<file path="src/rtl/reg_scoreboard.sv">
// rtl/reg_scoreboard.sv - per-register pending-write scoreboard with RAW/saturation stall
module reg_scoreboard #(
  parameter int AW       = 4,
  parameter int CW       = 2,
  parameter int NSRC     = 2,
  parameter bit ZERO_REG = 1'b1
) (
  input  logic                 CLK,
  input  logic                 RST,
  input  logic                 ISSUE_VALID,
  input  logic                 ISSUE_WEN,
  input  logic [AW-1:0]        ISSUE_DST,
  input  logic [NSRC*AW-1:0]   ISSUE_SRC,
  input  logic [NSRC-1:0]      ISSUE_USE,
  input  logic                 RETIRE_VALID,
  input  logic [AW-1:0]        RETIRE_DST,
  input  logic                 FLUSH,
  output logic                 STALL,
  output logic [(1<<AW)-1:0]   PENDING,
  output logic [AW+CW-1:0]     OUTSTANDING,
  output logic                 BUSY,
  output logic                 ERR
);

  localparam int NREG = 1 << AW;
  localparam int OW   = AW + CW;
  localparam logic [CW-1:0] CMAX = '1;
  localparam logic [CW-1:0] C1   = CW'(1);
  localparam logic [OW-1:0] O1   = OW'(1);

  logic [CW-1:0]   cnt   [NREG];
  logic [CW-1:0]   cnt_n [NREG];
  logic [NREG-1:0] pend_n;
  logic [OW-1:0]   out_n;
  logic            raw;
  logic            sat;
  logic            dst_zero;
  logic            ret_zero;
  logic            accept;
  logic            retire_ok;
  logic            dec;
  logic            err_set;

  // RAW check: any used source with a nonzero pending count (r0 exempt when untracked)
  always_comb begin
    raw = 1'b0;
    for (int i = 0; i < NSRC; i++) begin
      if (ISSUE_USE[i] && (cnt[ISSUE_SRC[i*AW +: AW]] != '0) &&
          !(ZERO_REG && (ISSUE_SRC[i*AW +: AW] == '0)))
        raw = 1'b1;
    end
  end

  // Stall, accept and retire qualification; flush squashes both issue and retire
  always_comb begin
    dst_zero  = ZERO_REG && (ISSUE_DST == '0);
    ret_zero  = ZERO_REG && (RETIRE_DST == '0);
    sat       = ISSUE_WEN && (cnt[ISSUE_DST] == CMAX);
    STALL     = ISSUE_VALID & (raw | sat | FLUSH);
    accept    = ISSUE_VALID & ~STALL & ISSUE_WEN & ~dst_zero;
    retire_ok = RETIRE_VALID & ~ret_zero & ~FLUSH;
    dec       = retire_ok & (cnt[RETIRE_DST] != '0);
    err_set   = retire_ok & (cnt[RETIRE_DST] == '0);
  end

  // Next-state counts: an accept and a decrement on the same register cancel out
  always_comb begin
    for (int r = 0; r < NREG; r++) begin
      cnt_n[r] = cnt[r];
      if (accept && (ISSUE_DST == AW'(r)) && !(dec && (RETIRE_DST == AW'(r))))
        cnt_n[r] = cnt[r] + C1;
      else if (dec && (RETIRE_DST == AW'(r)) && !(accept && (ISSUE_DST == AW'(r))))
        cnt_n[r] = cnt[r] - C1;
      pend_n[r] = (cnt_n[r] != '0);
    end
  end

  // Running total of in-flight writes, moved by accepts and real decrements only
  always_comb begin
    out_n = OUTSTANDING;
    if (accept && !dec)
      out_n = OUTSTANDING + O1;
    else if (dec && !accept)
      out_n = OUTSTANDING - O1;
  end

  // State update: reset clears everything, flush clears all but the sticky error
  always_ff @(posedge CLK or posedge RST) begin
    if (RST) begin
      for (int r = 0; r < NREG; r++) cnt[r] <= '0;
      PENDING     <= '0;
      OUTSTANDING <= '0;
      BUSY        <= 1'b0;
      ERR         <= 1'b0;
    end else if (FLUSH) begin
      for (int r = 0; r < NREG; r++) cnt[r] <= '0;
      PENDING     <= '0;
      OUTSTANDING <= '0;
      BUSY        <= 1'b0;
    end else begin
      for (int r = 0; r < NREG; r++) cnt[r] <= cnt_n[r];
      PENDING     <= pend_n;
      OUTSTANDING <= out_n;
      BUSY        <= (out_n != '0);
      if (err_set)
        ERR <= 1'b1;
    end
  end

endmodule
</file>
<file path="config.mk">
export PLATFORM = sky130hd
export DESIGN_NAME = reg_scoreboard
export DESIGN_NICKNAME = d
export VERILOG_FILES = /design/src/rtl/reg_scoreboard.sv
export SDC_FILE = /design/constraint.sdc
export NUM_CORES = 1
export LEC_CHECK = 0
export CAP_MARGIN = 15
export CORE_ASPECT_RATIO = 0.5
export CORE_MARGIN = 4
export CORE_UTILIZATION = 35
export DETAILED_ROUTE_END_ITERATION = 7
export RECOVER_POWER = 25
export SETUP_SLACK_MARGIN = 0.2
export SLEW_MARGIN = 15
export SYNTH_ARGS = -nofsm -noshare
export SYNTH_HDL_FRONTEND = slang
export SYNTH_SLANG_ARGS = --single-unit
</file>
<file path="constraint.sdc">
create_clock -name CLK -period 3.55 [get_ports CLK]
set_input_delay 0.5325 -clock CLK [delete_from_list [all_inputs] [get_ports CLK]]
set_output_delay 0.5325 -clock CLK [all_outputs]
set_load 0.02 [all_outputs]
</file>
==> results of run 1 <==
-- worst max-delay path, stage by stage --
cell and delay (ns):
clkdlybuf4s50_1 0.53, buf_6 0.15, mux4_2 0.48, and3b_1 0.18, a21oi_1 0.13, a32o_2 0.21, nand4b_2 0.12, buf_4 0.19
or4_1 0.46, o21a_1 0.13, xor2_1 0.17, a41oi_1 0.13
-- cell type report --
class | count | area, sq um
multi-input combinational | 320 | 2300
tap | 140 | 175
fill | 1005 | 5660
sequential | 56 | 1400
inverter | 18 | 67.6
clock buffer | 8 | 146
timing repair buffer | 82 | 722
-- per-stage QoR --
stage / hold WS, ns / setup WS (ns) / instance area, sq um / util / power, uW
6_report: 0.478 / 0.311 / 4820 / 0.460 / 1420
5_1_grt: 0.531 / 0.175 / 4820 / 0.460 / 1480
4_1_cts: 0.478 / 0.226 / 4820 / 0.460 / 1430
3_5_place_dp: 0.449 / -0.0366 / 4670 / 0.446 / 915
3_3_place_gp: 0.471 / 0.000403 / 4670 / 0.446 / 913
2_1_floorplan: 0.506 / 0.676 / 3860 / - / 812
-- cell families after synthesis --
| logic type | share of synthesized area |
|---|---|
| XOR/XNOR | 0.0590 |
| AND/OR/NAND/NOR | 0.260 |
| AO/OA/AOI/OAI | 0.160 |
| adder cells (fa/ha/maj) | 0.0117 |
| buffers and inverters | 0.0421 |
| flip-flops | 0.363 |
| multiplexers | 0.103 |
-- state kept, by name, summed over array words and instances, names as in the netlist --
register,cells
cnt,32
BUSY,1
PENDING,16
ERR,1
OUTSTANDING,6
-- final timing paths --
path | start | endpoint | slack (ns) | cells past startpoint
setup / recovery | ISSUE_DST[0] | BUSY$_DFF_PP0_ | 0.31 | 12
hold / removal | ERR$_DFFE_PP0P_ | ERR$_DFFE_PP0P_ | 0.48 | 1
setup reg to reg | cnt[6]$_DFF_PP0_ | BUSY$_DFF_PP0_ | 0.59 | 10
hold reg to reg | ERR$_DFFE_PP0P_ | ERR$_DFFE_PP0P_ | 0.48 | 1
max in group asynchronous | RST | cnt[26]$_DFF_PP0_ | 1.12 | 3
min in group asynchronous | RST | BUSY$_DFF_PP0_ | 0.69 | 2
-- Yosys cell counts, types with 2 or more instances --
| master | n |
|---|---|
| or4_1 | 2 |
| or2_2 | 2 |
| maj3_1 | 2 |
| nor2_1 | 57 |
| and3b_1 | 3 |
| a21oi_1 | 24 |
| mux2i_1 | 2 |
| o21ai_1 | 3 |
| nor2b_1 | 11 |
| dfrtp_1 | 56 |
| o31ai_1 | 2 |
| and2_1 | 4 |
| or3_1 | 4 |
| o22a_1 | 3 |
| buf_2 | 4 |
| nand2_1 | 26 |
| o21a_1 | 3 |
| a21o_1 | 2 |
| inv_1 | 16 |
| nand4_1 | 5 |
| ha_1 | 2 |
| a311oi_1 | 2 |
| xor2_1 | 7 |
| nand2b_1 | 12 |
| o21ai_0 | 16 |
| nor3_2 | 2 |
| nor3_1 | 20 |
| nor3b_1 | 7 |
| mux4_2 | 14 |
| o22ai_1 | 2 |
| nor4_1 | 6 |
| nand3_1 | 7 |
| a31oi_1 | 2 |
| clkbuf_1 | 14 |
| inv_2 | 2 |
| a211oi_1 | 5 |
| xnor2_1 | 19 |
| buf_6 | 2 |
| o32ai_1 | 2 |
| o21ba_1 | 2 |
| mux2_2 | 2 |
-- routing by layer --
metal,vias up,track usage,share of wire
li1,1638,-,-
met1,1684,0.255,0.49
met2,106,0.250,0.42
met3,13,0.0364,0.068
met4,0,0.0424,0.013
met5,-,0,0
-- power breakdown --
group	internal (uW)	switching [uW]	leakage (uW)
combinational	107	134	0.00105
sequential	647	13.5	0.000773
clock	283	235	0.0000712
total	1040	382	0.00190
-- what timing repair did --
item	in CTS	in global routing
hold buffers	0	0
pin swaps	0	0
resized for setup	3	3
setup endpoints to repair	1	5
==> out/results.tsv, run 1 <==
metric	value	unit
number of max-cap violations	0	
Max clock buf depth	2	
Tightest Pin Transition	1.48	ns
Routed Antenna Nets	0	
Setup Skew	0.00865	ns
count of endpoints failing hold in the final timing report	0	
Post-Synthesis Cells	414	
Yosys top cell by area	dfrtp_1	
Remaining Overflow, GRT	0	
Top FF cell, synth	dfrtp_1	
top-area cell type share of the netlist area	0.363	
Num CTS Buffers	5	
worst-path fanout max	6	
Lkg Pwr	0.00190	uW
Die Footprint	12900	sq um
port bufs	48	
Yosys cell types	77	
Cell Rows	26	
Final min period	3.24	ns
commonest non-fill, non-tap cell in the layout	nor2_1	
synthesized flop and latch total	56	
ant diodes	0	
clk root buf	clkbuf_16	
Critical Path AT	3.39	ns
CP Data Required Time	3.71	ns
element type at the critical path end	flip-flop	
first-pass GRT wire length	17.0	mm
Die W	157	um
Slew HR	0.0103	
Num Clock Sinks	56	
Initial DRT Pass Iterations	4	
NumNets Final	509	
top cells by area, synth	dfrtp_1 (36%), mux4_2 (8.2%), nor2_1 (5.5%)	
Core Area	10500	sq um
WL/cell	17.1	um
commonest cells after routing, fill and taps aside	nor2_1 (57), dfrtp_1 (56), clkdlybuf4s50_1 (45)	
Placed Instances	616	
Pwr Density	295	nW/um^2
wirelength, routed	10.7	mm
final setup fails	0	
Post-CTS Setup Repair Bufs	0	
Starting Density	0.368	
htree depth	2	
syn_nets	440	
fin crit share	0.912	
Clk Latency, worst-skew pair	0.30	ns
via density per instance	5.51	
all-layer global routing usage	0.170	
initial antenna violation count	0	
vias in the first global route	3177	
clock slew at reported path FFs	0.07	ns
Post-synth EDFFs	0	
Seq/Total Area, Yosys	0.363	
Post-Syn Area per Cell	9.32	sq um
post-route setup TNS	0	ns
die height	82.3	um
run status	completed	
dpl hpwl	8.12	mm
Worst setup SP type	primary input	
VDD IR-drop max	0.152	mV
Final Max Tran Viols	0	
RSZ-0062 raised after global routing	yes	
critical path class	in2reg	
fraction of registers with async set/reset	1.00	
hold crit path type	reg2reg	
f_max	0.309	GHz
Netlist Area Pre-Place	3860	sq um
GPL Wtd Cong	0.933	
Vias	3441	
Yosys Warn Count	0	
I/O pins	49	
synth-to-layout area growth	24.8	%
Finished Layout Cells	624	
largest net degree at the start of global routing	50	
fraction of layout cells with a size suffix above 1	0.163	
DR iter-0 viols	322	
drt drc	0	
CTS tree	done	
No activity file was read; power rests on OpenSTA's default activity.
==> run 2: changes to the inputs <==
- CORE_UTILIZATION: 35 -> 30
- CTS_CLUSTER_SIZE: default -> 28
==> out/results.tsv, run 2 (synthesis results as in run 1) <==
metric	value	unit
all-layer global routing usage	0.147	
WL/cell	16.1	um
run status	finished with violations	
hold crit path type	reg2reg	
post-route setup TNS	0	ns
port bufs	48	
htree depth	2	
die height	88.2	um
Pint	1110	uW
layout filler cell count	1195	
worst-path fanout max	10	
VDD IR-drop max	0.252	mV
Slew HR	-0.175	
GPL Wtd Cong	0.905	
CTS tree	done	
top flop regs	cnt (32), PENDING (16), OUTSTANDING (6)	
via density per instance	5.27	
Comb pwr share	0.164	
area of the multi-input gates	2310	sq um
total chip power	1490	uW
Num Clock Sinks	56	
Final min period	3.20	ns
register area	1400	sq um
clock slew at reported path FFs	0.07	ns
count of endpoints failing hold in the final timing report	0	
Initial DRT Pass Iterations	5	
element type at the critical path end	flip-flop	
Starting Density	0.317	
Lkg Pwr	0.00195	uW
Min Hold Slack	0.493	ns
clock group share of total power	0.392	
max reg flops	32	
Clk Latency, worst-skew pair	0.30	ns
DR iter-0 viols	225	
clk root buf	clkbuf_16	
Pwr Density	302	nW/um^2
failing checks	max-capacitance violations, max-slew violations	
drt drc	0	
Vias	3435	
commonest cells after routing, fill and taps aside	dfrtp_1 (56), nor2_1 (56), clkdlybuf4s50_1 (42)	
final setup fails	0	
critical path class	in2reg	
synth-to-layout area growth	27.8	%
Worst setup SP type	primary input	
Most flops, register	cnt	
fraction of layout cells with a size suffix above 1	0.179	
Core Area	12200	sq um
Reg2Reg Setup Slack	0.67	ns
number of max-cap violations	1	
NumNets Final	512	
sequential share of power	0.443	
initial antenna violation count	0	
total net switching power	380	uW
first-pass GRT wire length	17.2	mm
largest net degree at the start of global routing	46	
CP Data Required Time	3.71	ns
cts hold-fix bufs	0	
Post-CTS Setup Repair Bufs	0	
fin crit share	0.902	
Switching Share	0.255	
RSZ-0062 raised after global routing	yes	
Critical Path AT	3.37	ns
vias in the first global route	3258	
Remaining Overflow, GRT	0	
Routed Antenna Nets	0	
Tightest Pin Transition	1.76	ns
ant diodes	0	
wirelength, routed	10.5	mm
Die W	168	um
I/O pins	49	
Num CTS Buffers	5	
dpl hpwl	8.19	mm
Max clock buf depth	2	
Final Max Tran Viols	46	
Setup Skew	0.00351	ns
f_max	0.312	GHz
Cell Rows	28	
Die Footprint	14900	sq um
[run 2: critical path, stage by stage]
cell and delay (ns):
clkdlybuf4s50_1 0.50, buf_12 0.14, mux4_2 0.51, a22oi_2 0.28, nand4bb_4 0.14, or3b_1 0.47
buf_4 0.19, o31a_1 0.25, nor2_2 0.14, o22a_1 0.16, nor2_1 0.04
[run 2: routing by layer]
layer	routed length [um]	vias up	GRT usage
li1	-	1652	-
met1	5010	1665	0.212
met2	4600	109	0.227
met3	708	9	0.0272
met4	165	0	0.0412
met5	0	-	0
[run 2: cell type report]
cell class,count,share of cell area
clock inverter,2,0.00786
clock buffer,6,0.0282
tap,165,0.0419
timing repair buffer,85,0.156
inverter,18,0.0137
sequential,56,0.284
multi-input combinational,320,0.469
[run 2: what timing repair did]
action	4_1_cts	5_1_grt
gates resized for setup	6	5
pin swaps	0	1
endpoints found under the setup margin	1	5
[run 2: final timing paths]
check / from / end / cells after the start
worst max-delay path: RETIRE_DST[1] / cnt[29]$_DFF_PP0_ / 11
worst min-delay path: ERR$_DFFE_PP0P_ / ERR$_DFFE_PP0P_ / 1
worst max register to register: cnt[25]$_DFF_PP0_ / BUSY$_DFF_PP0_ / 10
worst min register to register: ERR$_DFFE_PP0P_ / ERR$_DFFE_PP0P_ / 1
max in group asynchronous: RST / OUTSTANDING[1]$_DFF_PP0_ / 2
min in group asynchronous: RST / PENDING[4]$_DFF_PP0_ / 2
[run 2: metrics by stage]
step                instance area (sq um)   util  cells  setup slack (ns)
global placement                     4740  0.389    644           -0.0796
detailed placement                   4740  0.389    644            -0.111
CTS                                  4920  0.404    652             0.256
floorplan                            3860      -    414             0.676
finish                               4930  0.405    652             0.349
global route                         4930  0.405    652             0.181
[run 2: power by group through the flow]
| stage | Sequential [uW] | Clock [uW] | Combinational, uW |
|---|---|---|---|
| final | 661 | 585 | 245 |
| after global routing | 663 | 631 | 268 |
| after CTS | 661 | 602 | 246 |
| after detailed placement | 673 | 0 | 245 |
| after global placement | 673 | 0 | 245 |
| after floorplan | 679 | 0 | 133 |
